$ cat config.mk
export PLATFORM = sky130hd
export DESIGN_NAME = uart_echo_fifo
export DESIGN_NICKNAME = d
export VERILOG_FILES = /design/src/rtl/uart_echo_pkg.sv /design/src/rtl/uart_echo_fifo_byte_fifo.sv /design/src/rtl/uart_echo_fifo.sv
export SDC_FILE = /design/constraint.sdc
export NUM_CORES = 1
export LEC_CHECK = 0
export ABC_AREA = 1
export CORE_MARGIN = 2
export CORE_UTILIZATION = 50
export DETAILED_ROUTE_END_ITERATION = 10
export PLACE_DENSITY = 0.67
export SKIP_CTS_REPAIR_TIMING = 1
export SLEW_MARGIN = 20
export SYNTH_ARGS = -nofsm -noshare
export SYNTH_HDL_FRONTEND = slang
export SYNTH_HIERARCHICAL = 1
export SYNTH_SLANG_ARGS = --single-unit
export TNS_END_PERCENT = 30
$ cat constraint.sdc
create_clock -name clk -period 2.7 [get_ports clk]
set_input_delay 0.27 -clock clk [delete_from_list [all_inputs] [get_ports clk]]
set_output_delay 0.27 -clock clk [all_outputs]
set_load 0.005 [all_outputs]
$ cat src/rtl/uart_echo_pkg.sv
// Shared encodings for the UART echo path: TX FSM states, the transmit modes
// and the ASCII constants used by the character formatter.
package uart_echo_pkg;

  typedef enum logic [2:0] {
    ST_IDLE,
    ST_LOAD,
    ST_START,
    ST_WAIT_BUSY,
    ST_WAIT_DONE,
    ST_NEXT
  } tx_state_e;

  typedef enum logic [1:0] {
    MODE_ECHO    = 2'b00,
    MODE_UPPER   = 2'b01,
    MODE_HEX     = 2'b10,
    MODE_DISCARD = 2'b11
  } mode_e;

  typedef enum logic [1:0] {
    PH_HI,
    PH_LO,
    PH_SEP
  } hex_phase_e;

  localparam logic [7:0] ASCII_0     = 8'h30;
  localparam logic [7:0] ASCII_A     = 8'h41;
  localparam logic [7:0] ASCII_SPACE = 8'h20;
  localparam logic [7:0] ASCII_LC_A  = 8'h61;
  localparam logic [7:0] ASCII_LC_Z  = 8'h7A;
  localparam logic [7:0] CASE_OFFSET = 8'h20;

  function automatic logic [7:0] hex_digit(input logic [3:0] nib);
    if (nib < 4'd10) return ASCII_0 + {4'd0, nib};
    else             return ASCII_A + {4'd0, nib - 4'd10};
  endfunction

endpackage

$ cat src/rtl/uart_echo_fifo_byte_fifo.sv
// Power-of-two circular FIFO with first-word-fall-through read data.
module byte_fifo #(
  parameter  int unsigned DATA_W = 8,
  parameter  int unsigned DEPTH  = 16,
  localparam int unsigned PTR_W  = $clog2(DEPTH),
  localparam int unsigned CNT_W  = $clog2(DEPTH + 1)
) (
  input  logic              clk,
  input  logic              not_reset,
  input  logic              push_i,
  input  logic [DATA_W-1:0] push_data_i,
  input  logic              pop_i,
  output logic [DATA_W-1:0] pop_data_o,
  output logic              full_o,
  output logic              empty_o,
  output logic [CNT_W-1:0]  count_o
);

  logic [DATA_W-1:0] mem_q [DEPTH];
  logic [PTR_W-1:0]  wr_ptr_q, rd_ptr_q;
  logic [CNT_W-1:0]  count_q;
  logic              push_ok, pop_ok;

  assign full_o     = (count_q == CNT_W'(DEPTH));
  assign empty_o    = (count_q == '0);
  assign count_o    = count_q;
  assign pop_data_o = mem_q[rd_ptr_q];

  // A full FIFO refuses the push even when a pop frees a slot this cycle.
  assign push_ok = push_i && !full_o;
  assign pop_ok  = pop_i && !empty_o;

  always_ff @(posedge clk) begin
    if (push_ok) mem_q[wr_ptr_q] <= push_data_i;
  end

  always_ff @(posedge clk or posedge not_reset) begin
    if (not_reset) begin
      wr_ptr_q <= '0;
      rd_ptr_q <= '0;
      count_q  <= '0;
    end else begin
      if (push_ok) wr_ptr_q <= wr_ptr_q + PTR_W'(1);
      if (pop_ok)  rd_ptr_q <= rd_ptr_q + PTR_W'(1);
      if (push_ok && !pop_ok)      count_q <= count_q + CNT_W'(1);
      else if (pop_ok && !push_ok) count_q <= count_q - CNT_W'(1);
    end
  end

endmodule

$ cat src/rtl/uart_echo_fifo.sv
// Buffers received UART bytes and retransmits them as echo, uppercase,
// hex dump or nothing, handshaking with the transmitter via tx_ready.
module uart_echo_fifo
  import uart_echo_pkg::*;
#(
  parameter  int unsigned DATA_W   = 8,
  parameter  int unsigned DEPTH    = 16,
  parameter  logic [7:0]  SEP_CHAR = 8'h20,
  parameter  int unsigned BUSY_TO  = 16,
  localparam int unsigned CNT_W    = $clog2(DEPTH + 1)
) (
  input  logic              clk,
  input  logic              not_reset,
  input  logic [DATA_W-1:0] rx_data,
  input  logic              rx_ready,
  input  logic              tx_ready,
  input  logic [1:0]        mode,
  input  logic              clear_ovf,
  output logic              tx_start,
  output logic [DATA_W-1:0] tx_data,
  output logic [CNT_W-1:0]  fifo_count,
  output logic              overflow,
  output logic              busy
);

  localparam int unsigned TO_W = $clog2(BUSY_TO + 1);

  tx_state_e         state_q;
  mode_e             mode_q;
  hex_phase_e        phase_q;
  logic [DATA_W-1:0] byte_q, tx_data_q, fmt_char;
  logic [TO_W-1:0]   to_cnt_q;
  logic              tx_start_q, busy_q, overflow_q, rx_ready_q;
  logic              rx_edge, fifo_pop, fifo_full, fifo_empty;
  logic [DATA_W-1:0] fifo_rdata;

  assign rx_edge  = rx_ready && !rx_ready_q;
  assign fifo_pop = (state_q == ST_IDLE) && !fifo_empty;

  byte_fifo #(
    .DATA_W(DATA_W),
    .DEPTH (DEPTH)
  ) u_fifo (
    .clk        (clk),
    .not_reset  (not_reset),
    .push_i     (rx_edge),
    .push_data_i(rx_data),
    .pop_i      (fifo_pop),
    .pop_data_o (fifo_rdata),
    .full_o     (fifo_full),
    .empty_o    (fifo_empty),
    .count_o    (fifo_count)
  );

  always_ff @(posedge clk or posedge not_reset) begin
    if (not_reset) begin
      rx_ready_q <= 1'b1;
      overflow_q <= 1'b0;
    end else begin
      rx_ready_q <= rx_ready;
      if (rx_edge && fifo_full) overflow_q <= 1'b1;
      else if (clear_ovf)       overflow_q <= 1'b0;
    end
  end

  always_comb begin
    fmt_char = byte_q;
    unique case (mode_q)
      MODE_UPPER: begin
        if (byte_q >= DATA_W'(ASCII_LC_A) && byte_q <= DATA_W'(ASCII_LC_Z))
          fmt_char = byte_q - DATA_W'(CASE_OFFSET);
      end
      MODE_HEX: begin
        unique case (phase_q)
          PH_HI:   fmt_char = DATA_W'(hex_digit(byte_q[7:4]));
          PH_LO:   fmt_char = DATA_W'(hex_digit(byte_q[3:0]));
          default: fmt_char = DATA_W'(SEP_CHAR);
        endcase
      end
      default: fmt_char = byte_q;
    endcase
  end

  // busy_q and tx_start_q are updated alongside state_q so they stay registered.
  always_ff @(posedge clk or posedge not_reset) begin
    if (not_reset) begin
      state_q    <= ST_IDLE;
      mode_q     <= MODE_ECHO;
      phase_q    <= PH_HI;
      byte_q     <= '0;
      tx_data_q  <= '0;
      tx_start_q <= 1'b0;
      busy_q     <= 1'b0;
      to_cnt_q   <= '0;
    end else begin
      tx_start_q <= 1'b0;
      unique case (state_q)
        ST_IDLE: begin
          if (!fifo_empty) begin
            byte_q  <= fifo_rdata;
            mode_q  <= mode_e'(mode);
            phase_q <= PH_HI;
            state_q <= ST_LOAD;
            busy_q  <= 1'b1;
          end
        end
        ST_LOAD: begin
          if (mode_q == MODE_DISCARD) begin
            state_q <= ST_IDLE;
            busy_q  <= 1'b0;
          end else begin
            tx_data_q <= fmt_char;
            if (tx_ready) begin
              state_q    <= ST_START;
              tx_start_q <= 1'b1;
            end
          end
        end
        ST_START: begin
          to_cnt_q <= '0;
          state_q  <= ST_WAIT_BUSY;
        end
        ST_WAIT_BUSY: begin
          if (!tx_ready || to_cnt_q == TO_W'(BUSY_TO - 1)) state_q <= ST_WAIT_DONE;
          else to_cnt_q <= to_cnt_q + TO_W'(1);
        end
        ST_WAIT_DONE: begin
          if (tx_ready) state_q <= ST_NEXT;
        end
        ST_NEXT: begin
          if (mode_q == MODE_HEX && phase_q != PH_SEP) begin
            phase_q <= (phase_q == PH_HI) ? PH_LO : PH_SEP;
            state_q <= ST_LOAD;
          end else begin
            state_q <= ST_IDLE;
            busy_q  <= 1'b0;
          end
        end
        default: begin
          state_q <= ST_IDLE;
          busy_q  <= 1'b0;
        end
      endcase
    end
  end

  assign tx_start = tx_start_q;
  assign tx_data  = tx_data_q;
  assign overflow = overflow_q;
  assign busy     = busy_q;

endmodule
* After elaboration in Yosys (flattened, before gate mapping)
Memories as Yosys holds them, arrays and structs flattened. A register that Yosys moved wholly into a read port is not among the register bits.
Index checks and enable logic that the tools add are counted.
** Storage, ports and cells
- Register bits after elaboration :: 37
- Memory bits (writable) :: 128
- Input port bits :: 15
- Output and inout bits :: 16
- Word-level logic and storage cells :: 113
- Memories :: 1
** Memories
- u_fifo.mem_q :: words 16, bits a word 8, read ports 1, clocked after Yosys merged registers in 1, write ports 1, line uart_echo_fifo_byte_fifo.sv:19 : logic [DATA_W-1:0] mem_q [DEPTH];
** Cells by class
- $add $sub $neg :: 12
- Order comparisons :: 4
- Eq/ne operators :: 20
- Muxes and demuxes :: 31
- Bitwise logic cells :: 3
- Reductions and logical operators :: 30
** Operator list (count)
- $pmux 8 s2 :: 2
- $mux 8 :: 3
- $pmux 3 s6 :: 1
- $add 7x4->8 const A :: 2
- $ne 2x2->1 const B :: 8
- $mux 3 :: 5
- $mux 5 :: 3
- $add 6x4->7 const A :: 2
- $mux 1 :: 11
- $add 5x1->5 const B :: 2
- $pmux 5 s2 :: 1
- $logic_and 1x1->1 :: 9
- $add 4x1->4 const B :: 2
- $ge 8x7->1 const B :: 1
- $le 8x7->1 const B :: 1
- $lt 4x4->1 const B :: 2
- $reduce_and 4->1 :: 2
- $reduce_bool 2->1 :: 4
- $sub 4x4->4 const B :: 2
- $sub 8x6->8 const B :: 1
- $eq 3x2->1 const B :: 2
- $eq 3x3->1 const B :: 2
- $logic_not 1->1 :: 6
- $mux 2 :: 3
- 17 further kinds :: 23

* Longest topological paths before layout
- Word-level depth :: 7
- Mapped depth :: 17
- Depth with buffers taken out :: 16

* By module
The synthesis kept the hierarchy.
** By module, submodules not included
- byte_fifo :: times used 1, cells each 621, area each 6222.2 µm², seq. area each 4169.0 µm²
- uart_echo_fifo :: times used 1, cells each 272, area each 2003.2 µm², seq. area each 802.0 µm²

* Least setup slack after synthesis
OpenSTA, ideal clock, no wires.
- Path kind :: flip-flop to flip-flop
- From :: register u_fifo.count_q[0], in the netlist u_fifo/count_o[0]
- To :: register u_fifo.count_q[4], in the netlist u_fifo/count_o[4]
- Library setup time :: 0.117 ns
- Arrival time :: 2.257 ns
- Data required time :: 2.583 ns
- Setup slack :: 0.327 ns
- Stages on the path, launching flop included :: 17
- Path buffers :: 1
- Clock period less this slack :: 2.373 ns
- Cell sequence :: dfrtp_1 > nor2_1 > nand4_1 > inv_1 > or2_1 > inv_2 > buf_4 > nand2_1 > ha_1 > inv_1 > fa_1 > nand2_1 > nand3_1 > nand3_1 > nand2_1 > nand2_1 > nand2_1
** Between the ends
- Cells in the longest elaborated chain, start to end :: 7
- Elaborated cells between the ends (all ways) :: 16
- Those cells by class :: 2 x add/sub; 1 x eq/ne; 2 x mux; 11 x reduce/logical
** RTL lines
- from (decl) :: line uart_echo_fifo_byte_fifo.sv:21 : logic [CNT_W-1:0] count_q;
- from (signal assigned) :: line uart_echo_fifo_byte_fifo.sv:45 : if (push_ok && !pop_ok) count_q <= count_q + CNT_W'(1);
- from (signal assigned) :: line uart_echo_fifo_byte_fifo.sv:46 : else if (pop_ok && !push_ok) count_q <= count_q - CNT_W'(1);
- $logic_not 5->1 (*) :: line uart_echo_fifo_byte_fifo.sv:25 : assign empty_o = (count_q == '0);
- net fifo_empty :: line uart_echo_fifo.sv:34 : logic rx_edge, fifo_pop, fifo_full, fifo_empty;
- $logic_not 1->1 (*) :: line uart_echo_fifo.sv:38 : assign fifo_pop = (state_q == ST_IDLE) && !fifo_empty;
- $logic_and 1x1->1 (*) :: line uart_echo_fifo.sv:38
- net fifo_pop :: line uart_echo_fifo.sv:34
- $logic_and 1x1->1 (*) :: line uart_echo_fifo_byte_fifo.sv:31 : assign pop_ok = pop_i && !empty_o;
- $logic_not 1->1 :: line uart_echo_fifo_byte_fifo.sv:45
- $logic_and 1x1->1 :: line uart_echo_fifo_byte_fifo.sv:45
- $mux 5 or $reduce_bool 2->1 (tied branches)
The timed path passes the listed nets; every way through them passes the cells marked *. The select of a mux whose other input is x is not followed.
A chain may end at the register's enable or synchronous reset.

* Final worst setup path
- From :: register u_fifo.count_q[0], in the netlist u_fifo/count_o[0]
- To :: register u_fifo.count_q[4], in the netlist u_fifo/count_o[4]
** Between the ends
- Cells in the longest elaborated chain, start to end :: 7
- Elaborated cells between the ends (all ways) :: 16
- Those cells by class :: 2 x add/sub; 1 x eq/ne; 2 x mux; 11 x reduce/logical
** RTL lines (line)
- $logic_not 5->1 (*) :: uart_echo_fifo_byte_fifo.sv:25
- net fifo_empty :: uart_echo_fifo.sv:34
- $logic_not 1->1 (*) :: uart_echo_fifo_byte_fifo.sv:31, uart_echo_fifo.sv:38
- $logic_and 1x1->1 :: uart_echo_fifo.sv:38
- $logic_and 1x1->1 (*) :: uart_echo_fifo_byte_fifo.sv:31
- $logic_not 1->1 :: uart_echo_fifo_byte_fifo.sv:45
- $logic_and 1x1->1 :: uart_echo_fifo_byte_fifo.sv:45
- $mux 5 or $reduce_bool 2->1 (tied branches)
Marks and branches as above.

==> impl_results.html <==
<table>
<tr><th>Metric</th><th>Value</th></tr>
<tr><th colspan="2">Run status</th></tr>
<tr><td>Run status</td><td>completed</td></tr>
<tr><th colspan="2">Synthesis</th></tr>
<tr><td>Share of synthesized registers carrying an async set or reset</td><td>26.0%</td></tr>
<tr><td>Average cell area after synthesis</td><td>9.21 um^2</td></tr>
<tr><td>Synth unique cells</td><td>33</td></tr>
<tr><td>Number of synthesis warnings</td><td>6</td></tr>
<tr><td>Mapped Cells</td><td>893</td></tr>
<tr><td>Fraction of the yosys area taken by sequential cells</td><td>60.4%</td></tr>
<tr><td>Net count after synthesis</td><td>933</td></tr>
<tr><td>Combined area of all synthesized cells</td><td>8230 um^2</td></tr>
<tr><td>Synth Flop Type</td><td>edfxtp_1</td></tr>
<tr><td>Number of enable flip-flop cells after synthesis</td><td>128</td></tr>
<tr><td>Flops &amp; latches, synth</td><td>173</td></tr>
<tr><th colspan="2">Global route</th></tr>
<tr><td>Pin count of the biggest net entering global routing</td><td>82</td></tr>
<tr><td>GR met2 Demand/Resource</td><td>33.3%</td></tr>
<tr><td>Number of antenna violations at the first check in global routing</td><td>0</td></tr>
<tr><td>Gr usage total</td><td>21.4%</td></tr>
<tr><td>Met1 Resource Use GR</td><td>30.1%</td></tr>
<tr><td>First-pass GRT wire length</td><td>28800 um</td></tr>
<tr><td>Via count of the first global-routing pass</td><td>5593</td></tr>
<tr><td>Highest-utilization routing layer at the global route stage</td><td>met2</td></tr>
<tr><td>Met3 track demand over resource</td><td>4.42%</td></tr>
<tr><td>Global-route congestion overflow total</td><td>0</td></tr>
<tr><th colspan="2">Worst setup path</th></tr>
<tr><td>R2r startpoint</td><td>u_fifo/count_o[0]$_DFFE_PP0P_</td></tr>
<tr><td>Cell with the largest stage delay on the worst path</td><td>dfrtp_1</td></tr>
<tr><td>Number of buffers and inverters on the critical path</td><td>3</td></tr>
<tr><td>Critical Path Source Type</td><td>flop</td></tr>
<tr><td>Cell type group with the largest total delay on the critical path</td><td>simple AND/OR/NAND/NOR gates</td></tr>
<tr><td>CP arrival</td><td>2630 ps</td></tr>
<tr><td>Critical Path Most Common Cell</td><td>nand2_1</td></tr>
<tr><td>R2R depth</td><td>15</td></tr>
<tr><td>Endpoint of the worst-slack reg-to-reg timing path</td><td>u_fifo/count_o[4]$_DFFE_PP0P_</td></tr>
<tr><td>Largest fanout of any net on the critical path</td><td>5</td></tr>
<tr><td>Critical Path Max Stage Delay</td><td>450 ps</td></tr>
<tr><td>CP Cell Sequence</td><td>nor2_1, nand4_1, inv_1, or2_1, inv_2, nand2_1, ha_1, inv_1, fa_1, nand2_1, nand3_1, nand3_1, nand2_1, nand2_1, nand2_1</td></tr>
<tr><td>Required time reported for the critical path endpoint</td><td>3020 ps</td></tr>
<tr><td>Setup CP Type</td><td>flop to flop</td></tr>
<tr><td>Endpoint kind of the worst setup timing path</td><td>flop</td></tr>
<tr><td>Worst setup slack for register-to-register paths</td><td>390 ps</td></tr>
<tr><td>Crit path from</td><td>u_fifo/count_o[0]$_DFFE_PP0P_</td></tr>
<tr><th colspan="2">Cells and area</th></tr>
<tr><td>Net count of the finished layout</td><td>984</td></tr>
<tr><td>Commonest cells after routing, fill and taps aside</td><td>308 x nand2_1, 128 x edfxtp_1, 107 x inv_1</td></tr>
<tr><td>Area added between synthesis and finish</td><td>14.8%</td></tr>
<tr><td>Diodes inserted</td><td>0</td></tr>
<tr><td>Number of inserted filler cells in the final layout</td><td>1405</td></tr>
<tr><td>Most common library cell in the layout ignoring fill and taps</td><td>nand2_1</td></tr>
<tr><td>Fraction of layout instances using a drive strength above 1</td><td>7.52%</td></tr>
<tr><th colspan="2">Die</th></tr>
<tr><td>Die Y</td><td>132 um</td></tr>
<tr><td>Total core area</td><td>16000 um^2</td></tr>
<tr><td>Die Area</td><td>17500 um^2</td></tr>
<tr><td>DIE WIDTH</td><td>132 um</td></tr>
<tr><td>Top-level I/O count</td><td>31</td></tr>
<tr><td>Starting density of the core</td><td>51.4%</td></tr>
<tr><td>Std cell rows</td><td>46</td></tr>
<tr><th colspan="2">Clocking</th></tr>
<tr><td>Clock edge transition at the registers on the reported setup and hold paths</td><td>60 ps</td></tr>
<tr><td>Clock tree buffer depth</td><td>2</td></tr>
<tr><td>CTS Buf Count</td><td>17</td></tr>
<tr><td>Sinks on the clock net</td><td>173</td></tr>
<tr><td>Count of H-tree levels built during CTS</td><td>4</td></tr>
<tr><td>TritonCTS clock tree</td><td>done</td></tr>
<tr><td>Clock latency on the worst-skew pair</td><td>430 ps</td></tr>
<tr><td>Clock Tree Root</td><td>clkbuf_16</td></tr>
<tr><th colspan="2">Pwr</th></tr>
<tr><td>Part of the power in registers</td><td>36.6%</td></tr>
<tr><td>Switching Power</td><td>3.84 mW</td></tr>
<tr><td>Switching share of power</td><td>39.2%</td></tr>
<tr><td>Cell-internal power</td><td>5.96 mW</td></tr>
<tr><td>Largest vdd supply drop</td><td>768 uV</td></tr>
<tr><td>Power per standard cell area</td><td>1040 nW/um^2</td></tr>
<tr><td>Total chip power</td><td>9.80 mW</td></tr>
<tr><td>Power share of the combinational group</td><td>39.2%</td></tr>
<tr><td>P_leak</td><td>4.20 nW</td></tr>
<tr><td>Clock Power Share</td><td>24.2%</td></tr>
<tr><th colspan="2">Routing</th></tr>
<tr><td>Antenna-violating nets left</td><td>0</td></tr>
<tr><td>Total detailed-routing wirelength</td><td>17600 um</td></tr>
<tr><td>Iteration count of the initial detailed-routing pass</td><td>5</td></tr>
<tr><td>Wirelength per Cell</td><td>15.0 um</td></tr>
<tr><td>Via total after detailed routing</td><td>5939</td></tr>
<tr><td>Iteration-0 DRC count of the detailed router</td><td>471</td></tr>
<tr><td>Drc violations</td><td>0</td></tr>
<tr><td>Via density</td><td>5.06</td></tr>
<tr><th colspan="2">Timing</th></tr>
<tr><td>Pin slew with the least headroom to its limit</td><td>720 ps</td></tr>
<tr><td>Unrepaired setup endpoints after global routing</td><td>false</td></tr>
<tr><td>Fin. max-slew vios</td><td>0</td></tr>
<tr><td>Rel. slew slack</td><td>51.8%</td></tr>
<tr><td>Setup violations, final</td><td>0</td></tr>
<tr><td>Fin crit share</td><td>85.5%</td></tr>
<tr><td>Top achievable clock speed</td><td>433 MHz</td></tr>
<tr><td>Fin Setup TNS</td><td>0 ps</td></tr>
<tr><td>Final clock skew</td><td>7.41 ps</td></tr>
<tr><td>Count of endpoints failing hold in the final timing report</td><td>0</td></tr>
<tr><td>Final min period</td><td>2310 ps</td></tr>
<tr><th colspan="2">Flow run</th></tr>
<tr><td>Maxcap violations</td><td>0</td></tr>
<tr><th colspan="2">Hold path</th></tr>
<tr><td>Worst hold path class</td><td>input port to async pin</td></tr>
<tr><th colspan="2">Placement</th></tr>
<tr><td>Port Buffer Count</td><td>30</td></tr>
<tr><td>Sum of net half-perimeters after detailed placement</td><td>11500 um</td></tr>
<tr><td>Placer Congestion</td><td>0.858</td></tr>
</table>
==> cell usage after synthesis, types with 2 or more instances <==
master	count	area (um^2)
nor2_2	2	12.5
buf_2	14	70.1
inv_2	6	22.5
xnor2_1	4	35.0
nor3_1	3	15.0
buf_4	4	30.0
xor2_1	5	43.8
nor2_4	2	22.5
ha_1	24	300
o21ai_1	2	10.0
nand4_1	10	62.6
nand2_1	308	1160
dfrtp_1	44	1100
inv_1	107	402
a21oi_1	15	75.1
o21ai_0	27	135
nor2_1	100	375
buf_6	2	22.5
clkbuf_1	3	11.3
edfxtp_1	128	3840
nand3_1	69	345
o22ai_1	3	18.8
==> stage by stage <==
| stage | worst slack (ps) | instance area [um^2] | std cells | util [%] | hold WS (ps) |
|---|---|---|---|---|---|
| global route | 54.0 | 9440 | 1173 | 59.0 | 265 |
| floorplan | 327 | 8230 | 893 | - | 147 |
| detailed placement | 329 | 8870 | 1141 | 55.4 | 468 |
| global placement | 341 | 8870 | 1141 | 55.4 | 467 |
| finish | 393 | 9440 | 1173 | 59.0 | 217 |
| CTS | 377 | 9440 | 1173 | 59.0 | 230 |
==> worst max-delay path by stage <==
stage,slack [ps],end,cells past startpoint
floorplan,330,u_fifo/count_o[4]$_DFFE_PP0P_,16
global placement,340,u_fifo/count_o[4]$_DFFE_PP0P_,14
detailed placement,330,u_fifo/count_o[4]$_DFFE_PP0P_,14
CTS,380,u_fifo/count_o[4]$_DFFE_PP0P_,15
global route,50,u_fifo/count_o[4]$_DFFE_PP0P_,16
finish,390,u_fifo/count_o[4]$_DFFE_PP0P_,15
==> power by group through the flow <==
stage	Sequential, mW	Clock [mW]	Combinational, mW
6_report	3.59	2.38	3.84
5_1_grt	3.64	2.52	4.41
4_1_cts	3.59	2.41	3.85
3_5_place_dp	3.64	0	3.82
3_3_place_gp	3.63	0	3.79
2_1_floorplan	3.55	0	2.74
==> registers in the layout, summed over array words and instances, names as in the netlist, 2 cells and up <==
name / cells
mode_q: 2
state_q: 3
tx_data: 8
byte_q: 8
to_cnt_q: 5
u_fifo/wr_ptr_q: 4
u_fifo/mem_q: 128
phase_q: 2
u_fifo/count_o: 5
u_fifo/rd_ptr_q: 4
==> final cells by class <==
type	count	area (um^2)	share of cell area, %
flip-flops and latches	173	4970	52.7
multi-input cells	583	2690	28.5
clock inverters	15	146	1.55
clock buffers	17	425	4.51
inverters	113	424	4.49
repair buffers	56	508	5.38
well taps	216	270	2.86
==> metal layers <==
layer	vias up	part of all wire (%)
met1	2786	46
met4	0	1.6
li1	2969	-
met2	164	46
met3	20	6.3
met5	-	0
==> logic make-up after synthesis <==
family	synth area share [%]
fa+ha+maj	3.89
compound gates	3.26
xor+xnor	0.958
simple gates	24.6
flops	60.4
buf+inv	6.83
No activity file was read; power rests on OpenSTA's default activity.
